===== src/rtl/norm_shift_ctrl.sv =====
// norm_shift_ctrl: left-normalizes an operand by sequencing passes through an external limited-range left shifter
module norm_shift_ctrl #(
    parameter  int N          = 32,
    parameter  int SHIFT_BITS = 4,
    localparam int SHAMT_W    = $clog2(N)
) (
    input  logic                  clk,
    input  logic                  rst_n,
    input  logic                  start,
    input  logic [N-1:0]          in_data,
    output logic                  busy,
    output logic                  out_valid,
    output logic [N-1:0]          out_data,
    output logic [SHAMT_W-1:0]    out_shamt,
    output logic                  out_zero,
    output logic                  sh_en,
    output logic [N-1:0]          sh_in,
    output logic [SHIFT_BITS-1:0] sh_count,
    input  logic [N-1:0]          sh_out,
    input  logic                  sh_done
);
    localparam int LZW  = $clog2(N + 1);
    localparam int MAXS = 2 ** SHIFT_BITS - 1;

    typedef enum logic [2:0] {S_IDLE, S_CHECK, S_ISSUE, S_WAIT, S_DONE} state_t;

    state_t                r_state, w_next;
    logic [N-1:0]          r_work;
    logic [SHAMT_W-1:0]    r_acc;
    logic [SHIFT_BITS-1:0] r_sh_count;
    logic [LZW-1:0]        w_lz;
    logic                  w_found;
    logic                  w_zero;

    assign sh_in    = r_work;
    assign sh_count = r_sh_count;
    assign w_zero   = (r_work == '0);

    // Leading-zero count of the working value, scanning down from the MSB
    always_comb begin
        w_lz    = '0;
        w_found = 1'b0;
        for (int i = N - 1; i >= 0; i--) begin
            if (!w_found) begin
                if (r_work[i]) w_found = 1'b1;
                else w_lz = w_lz + LZW'(1);
            end
        end
    end

    // State register; reset aborts any pass in flight
    always_ff @(posedge clk or negedge rst_n) begin
        if (!rst_n) r_state <= S_IDLE;
        else        r_state <= w_next;
    end

    // Next-state and Moore output decode
    always_comb begin
        w_next    = r_state;
        busy      = (r_state != S_IDLE);
        sh_en     = (r_state == S_ISSUE);
        out_valid = (r_state == S_DONE);
        case (r_state)
            S_IDLE:  w_next = start ? S_CHECK : S_IDLE;
            S_CHECK: w_next = (w_zero || w_lz == '0) ? S_DONE : S_ISSUE;
            S_ISSUE: w_next = S_WAIT;
            S_WAIT:  w_next = sh_done ? S_CHECK : S_WAIT;
            S_DONE:  w_next = S_IDLE;
            default: w_next = S_IDLE;
        endcase
    end

    // Working value, accumulated shift, pass amount and held results
    always_ff @(posedge clk or negedge rst_n) begin
        if (!rst_n) begin
            r_work     <= '0;
            r_acc      <= '0;
            r_sh_count <= '0;
            out_data   <= '0;
            out_shamt  <= '0;
            out_zero   <= 1'b0;
        end else begin
            case (r_state)
                S_IDLE: begin
                    if (start) begin
                        r_work <= in_data;
                        r_acc  <= '0;
                    end
                end
                S_CHECK: begin
                    if (w_zero) begin
                        out_zero  <= 1'b1;
                        out_shamt <= '0;
                        out_data  <= '0;
                    end else if (w_lz == '0) begin
                        out_zero  <= 1'b0;
                        out_shamt <= r_acc;
                        out_data  <= r_work;
                    end else begin
                        r_sh_count <= (32'(w_lz) > MAXS) ? SHIFT_BITS'(MAXS) : SHIFT_BITS'(w_lz);
                    end
                end
                S_WAIT: begin
                    if (sh_done) begin
                        r_work <= sh_out;
                        r_acc  <= r_acc + SHAMT_W'(r_sh_count);
                    end
                end
                default: ;
            endcase
        end
    end
endmodule


===== config.mk =====
export PLATFORM = sky130hd
export DESIGN_NAME = norm_shift_ctrl
export DESIGN_NICKNAME = d
export VERILOG_FILES = /design/src/rtl/norm_shift_ctrl.sv
export SDC_FILE = /design/constraint.sdc
export NUM_CORES = 1
export LEC_CHECK = 0
export BUFFER_PORTS_ARGS = -buffer_cell sky130_fd_sc_hd__buf_2
export CORE_MARGIN = 8
export CORE_UTILIZATION = 47
export DETAILED_ROUTE_END_ITERATION = 7
export PLACE_DENSITY = 0.7
export SYNTH_ARGS = -nofsm -noshare
export SYNTH_HDL_FRONTEND = slang
export SYNTH_SLANG_ARGS = --single-unit

===== constraint.sdc =====
create_clock -name clk -period 20.9 [get_ports clk]
set_input_delay 5.225 -clock clk [delete_from_list [all_inputs] [get_ports clk]]
set_output_delay 5.225 -clock clk [all_outputs]
set_load 0.05 [all_outputs]

==> results of run 1 <==
-- area by class of cell --
type                            instances  area (um^2)
Fill cell                            1532         7150
Multi-Input combinational cell        784         5510
Sequential cell                        82         2050
Timing Repair Buffer                  168          958
Tap cell                              220          275
Clock buffer                            9          225
Inverter                               27          101
Clock inverter                          6         72.6
-- logic make-up after synthesis --
| logic type | after synthesis | share of synthesized area (%) |
|---|---|---|
| AOI/OAI and AO/OA | 209 | 17.3 |
| xor gates and xnor gates | 63 | 8.48 |
| adders and majority gates | 36 | 5.89 |
| buffers and inverters | 73 | 3.98 |
| DFF | 82 | 26.5 |
| muxes | 95 | 13.0 |
| and+or+nand+nor | 381 | 24.9 |
-- cells in the final DEF (no fill, tap or decap), drive strengths merged, types with 11 or more instances in the layout --
cell type,netlist,final
mux2i,56,56
nand2,109,109
nor2b,21,21
nor4,15,15
and3,15,15
inv,27,31
ha,34,34
dfrtp,82,82
a22oi,14,14
a21oi,52,52
or3,11,11
nor3,28,28
nand2b,20,20
o21ai,64,64
xor2,23,23
mux2,39,39
buf,8,167
nor2,84,84
nand3,23,23
xnor2,33,33
-- sequential cells by signal, indices dropped and copies added (netlist names) --
signal	flops
sh_count	4
r_acc	5
sh_in	32
out_shamt	5
r_state	3
out_zero	1
out_data	32
-- layer usage --
metal	GRT usage (%)	vias up	wire length, um
met5	0	-	0
met4	5.86	0	347
met3	3.63	22	1390
met2	34.1	264	10700
met1	29.5	3636	10600
li1	-	3681	-
-- critical path: cells and delay by family (launching register included) --
| family | cells | cell delay, ns |
|---|---|---|
| AO/OA/AOI/OAI | 27 | 4.34 |
| XOR/XNOR | 2 | 0.29 |
| adder cells (fa/ha/maj) | 29 | 8.42 |
| buffers and inverters | 3 | 0.40 |
| flip-flops | 1 | 0.47 |
| multiplexers | 17 | 3.04 |
| AND/OR/NAND/NOR | 31 | 2.73 |
-- timing repair --
item | CTS | global route
resized for setup | 4 | 33
hold endpoints to repair | 0 | 0
gates cloned | 0 | 1
setup endpoints to repair | 19 | 44
pin swaps | 0 | 5
setup buffers | 0 | 17
-- worst paths after layout --
| path | startpoint | end | depth (start not counted) |
|---|---|---|---|
| worst max-delay path | sh_in[30] | out_data[5] | 109 |
| worst min-delay path | out_data[29] | out_data[29] | 1 |
| worst max register to register | sh_in[30] | out_data[5] | 109 |
| worst min register to register | out_data[29] | out_data[29] | 1 |
| max in group asynchronous | rst_n | sh_in[30] | 1 |
| min in group asynchronous | rst_n | out_shamt[0] | 1 |
-- cell usage after synthesis, types with 8 or more instances --
cell and instances:
or3_1 11, a21oi_1 51, dfrtp_1 82, nand4_1 9
nand2_1 109, a21o_1 8, xnor2_1 33, nor4_1 15
nor2b_1 21, clkbuf_1 38, nor2_1 84, xor2_1 22
nand3b_1 9, nand3_1 22, mux2_2 34, inv_1 27
nor3_1 28, a22oi_1 14, mux2i_1 56, and3_1 15
o21ai_0 62, nand2b_1 20, ha_1 34
-- metrics by stage --
step / worst slack (ns) / utilization [%] / instance area [um^2]
finish: 1.06 / 56.3 / 9200
global route: -0.168 / 56.3 / 9200
CTS: 0.0809 / 54.4 / 8900
detailed placement: 0.0159 / 52.5 / 8580
global placement: 0.802 / 52.5 / 8580
floorplan: 1.51 / - / 7730
==> impl_metrics.env, run 1 <==
export IMPL_drt_pass1_iterations=7
export IMPL_crit_path_frequent_cell="ha_1"
export IMPL_dp_cells=1263
export IMPL_numCtsBuffers=9
export IMPL_end_kind="flip-flop"
export IMPL_first_global_vias=7138
export IMPL_status="finished, final reports clean"
export IMPL_nets=1175
export IMPL_critPathMaxStageDelay_ns=0.47
export IMPL_synth_top_area_share_pct=26.5
export IMPL_synthArstFlopShare_pct=100
export IMPL_dieWidth_um=144
export IMPL_clock_latency_ns=0.36
export IMPL_syn_inst=939
export IMPL_portBuffers=144
export IMPL_crit_fanout=10
export IMPL_grt_pass1_wl_um=36100
export IMPL_setup_viol=0
export IMPL_dieHeight_um=144
export IMPL_tritoncts="yes"
export IMPL_coreArea_um2=16300
export IMPL_cp_slowest_cell="dfrtp_2"
export IMPL_antenna_cells=0
export IMPL_synth_fp_nets=1042
export IMPL_synth_edf_count=0
export IMPL_synth_cell_types=78
export IMPL_drt_iter0_markers=687
export IMPL_tightestPinTransition_ns=1.08
export IMPL_finalSetupTns_ns=0
export IMPL_grt_max_degree=83
export IMPL_hpwl_um=16900
export IMPL_route_detailed_drc=0
export IMPL_required_ns=21.14
export IMPL_die_area_um2=20800
export IMPL_netlist_area_um2=7730
export IMPL_synth_area_leader_cell="dfrtp_1"
export IMPL_fin_crit_ns=19.84
export IMPL_path_class="reg -> reg"
export IMPL_ys_flop_type="dfrtp_1"
export IMPL_finalCritPeriodShare_pct=94.9
export IMPL_finalNonFillerCells=1296
export IMPL_grt_use_total_pct=21.5
export IMPL_grt_overflow_total=0
export IMPL_ant_nets=0
export IMPL_cts_sinks=82
export IMPL_ios=145
export IMPL_place_gp_congestion=0.947
export IMPL_clock_skew_ns=0.00896
export IMPL_hold_slack_ns=0.494
export IMPL_ctsHoldBuffers=0
export IMPL_relSlewSlack_pct=28.0
export IMPL_cp_arrival_ns=20.08
export IMPL_root_buffer="clkbuf_16"
export IMPL_clk_pin_slew_ns=0.07
export IMPL_drive_above_1_share_pct=23.4
export IMPL_vias=7603
export IMPL_seq_area_frac_synth_pct=26.5
export IMPL_start_kind="flip-flop"
export IMPL_regToRegSetupSlack_ns=1.06
export IMPL_antenna_found_initial=0
export IMPL_hold_viol=0
export IMPL_core_rowCount=47
export IMPL_ys_warn_count=0
export IMPL_timing_fmax_mhz=50.4
export IMPL_syn_area_per_cell_um2=8.24
export IMPL_ys_ff_latch=82
export IMPL_wl_per_cell_um=17.7
export IMPL_htreeDepth=3
export IMPL_avgViaCountPerCell=5.87
export IMPL_start_util_pct=47.3
export IMPL_areaGrowthSynthToFinish_pct=18.9
export IMPL_holdCritPathClass="reg -> reg"
export IMPL_maxCapViolCount=0
export IMPL_synth_area_leaders="dfrtp_1 (27%), mux2i_1 (7.2%), ha_1 (5.5%)"
export IMPL_drt_wl_total_um=23000
export IMPL_maxSlewViolCount=0
export IMPL_clockBufferDepth=2
Power of run 1 is left out: the tool's default activity adds up to more than one toggle a clock period on the data nets, which glitch-free logic cannot reach.
==> inputs of run 2 (changes only) <==
==> config.mk (replaced) <==
export PLATFORM = sky130hd
export DESIGN_NAME = norm_shift_ctrl
export DESIGN_NICKNAME = d
export VERILOG_FILES = /design/src/rtl/norm_shift_ctrl.sv
export SDC_FILE = /design/constraint.sdc
export NUM_CORES = 1
export LEC_CHECK = 0
export CORE_MARGIN = 8
export CORE_UTILIZATION = 47
export DETAILED_ROUTE_END_ITERATION = 7
export DONT_BUFFER_PORTS = 1
export PLACE_DENSITY = 0.63
export SYNTH_ARGS = -nofsm -noshare
export SYNTH_HDL_FRONTEND = slang
export SYNTH_SLANG_ARGS = --single-unit
==> impl_metrics.env, run 2 (synthesis gave the netlist of run 1 again) <==
export IMPL_areaGrowthSynthToFinish_pct=11.0
export IMPL_crit_fanout=7
export IMPL_core_rowCount=47
export IMPL_maxSlewViolCount=0
export IMPL_numCtsBuffers=9
export IMPL_antenna_cells=0
export IMPL_drt_pass1_iterations=5
export IMPL_nets=1043
export IMPL_final_cell_mix="nand2_1 (109), nor2_1 (82), dfrtp_1 (81), o21ai_0 (56), mux2i_1 (55)"
export IMPL_clock_skew_ns=0.0128
export IMPL_relSlewSlack_pct=40.1
export IMPL_clockBufferDepth=2
export IMPL_cp_slowest_cell="dfrtp_1"
export IMPL_root_buffer="clkbuf_16"
export IMPL_dieWidth_um=144
export IMPL_grt_max_degree=83
export IMPL_die_area_um2=20800
export IMPL_first_global_vias=6574
export IMPL_drive_above_1_share_pct=12.6
export IMPL_fin_crit_ns=19.43
export IMPL_mostFrequentLayoutCell="nand2_1"
export IMPL_start_util_pct=47.3
export IMPL_tritoncts="yes"
export IMPL_hold_viol=0
export IMPL_avgViaCountPerCell=5.95
export IMPL_drt_iter0_markers=457
export IMPL_required_ns=21.14
export IMPL_hold_slack_ns=0.543
export IMPL_portBuffers=0
export IMPL_clk_pin_slew_ns=0.07
export IMPL_finalNonFillerCells=1165
export IMPL_ios=145
export IMPL_place_gp_congestion=0.923
export IMPL_holdCritPathClass="reg -> reg"
export IMPL_nFillCells=1601
export IMPL_finalCritPeriodShare_pct=93.0
export IMPL_dp_cells=1129
export IMPL_vias=6930
export IMPL_hpwl_um=16400
export IMPL_setup_viol=0
export IMPL_maxCapViolCount=0
export IMPL_end_kind="flip-flop"
export IMPL_grt_use_total_pct=21.1
export IMPL_start_kind="flip-flop"
export IMPL_ctsHoldBuffers=0
export IMPL_ant_nets=0
export IMPL_antenna_found_initial=0
export IMPL_clock_latency_ns=0.36
export IMPL_dieHeight_um=144
export IMPL_route_detailed_drc=0
export IMPL_status="finished, final reports clean"
export IMPL_critPathMaxStageDelay_ns=0.43
export IMPL_coreArea_um2=16300
export IMPL_grt_pass1_wl_um=34900
export IMPL_tightestPinTransition_ns=0.898
export IMPL_htreeDepth=3
export IMPL_grt_overflow_total=0
export IMPL_wl_per_cell_um=19.3
export IMPL_timing_fmax_mhz=51.5
export IMPL_path_class="reg -> reg"
export IMPL_cp_arrival_ns=19.67
export IMPL_drt_wl_total_um=22400
export IMPL_crit_path_frequent_cell="ha_1"
export IMPL_cts_sinks=82
==> run 2: cell types whose count changed in the layout (fill, tap and decap cells not counted), sizes merged <==
cell / change
clkinvlp: +1
clkbuf: +2
buf: -133
clkinv: -1
==> run 2: final timing paths <==
path / cells past startpoint / end / startpoint / slack (ns)
max in group asynchronous: 0 / sh_in[15] / rst_n / 16.19
worst min-delay path: 1 / r_acc[0] / r_acc[0] / 0.54
worst min register to register: 1 / r_acc[0] / r_acc[0] / 0.54
worst max register to register: 110 / out_data[26] / sh_in[30] / 1.47
worst max-delay path: 110 / out_data[26] / sh_in[30] / 1.47
min in group asynchronous: 0 / out_shamt[1] / rst_n / 4.56
==> run 2: layout make-up <==
type,count,area [um^2],share of cell area [%]
flip-flops and latches,82,2050,23.9
inverters,27,101,1.18
well taps,220,275,3.21
repair buffers,36,325,3.79
clock inverters,6,77.6,0.904
clock buffers,10,239,2.78
multi-input cells,784,5510,64.2
==> run 2: through the flow <==
stage	utilization [%]	instance area (um^2)	TNS, ns	worst slack (ns)
finish	52.5	8590	0	1.47
global route	52.5	8590	-2.60	-0.106
CTS	50.7	8280	0	0.00142
detailed placement	48.7	7950	-2.07	-0.0875
global placement	48.7	7950	0	0.454
floorplan	-	7730	0	1.51
==> run 2: timing repair <==
item	4_1_cts	5_1_grt
pin swaps	0	9
setup endpoints to repair	29	44
gates resized for setup	2	25
cloned	0	3
buffers inserted	0	17
==> run 2: routing by layer <==
layer / part of all wire (%) / global-route usage [%] / up-vias
met1: 47 / 28.5 / 3321
met5: 0 / 0 / -
li1: - / - / 3406
met4: 1.6 / 5.42 / 0
met2: 46 / 33.2 / 177
met3: 5.6 / 5.02 / 26
==> run 2: worst max-delay path, delay by kind of cell, from the launching register on <==
family,cells,cell delay [ns]
XOR/XNOR,2,0.28
AO/OA/AOI/OAI,27,4.25
adder cells (fa/ha/maj),29,8.24
multiplexers,17,2.93
buffers and inverters,4,0.47
AND/OR/NAND/NOR,31,2.70
flip-flops,1,0.43
Power of run 2 is left out for the same reason.
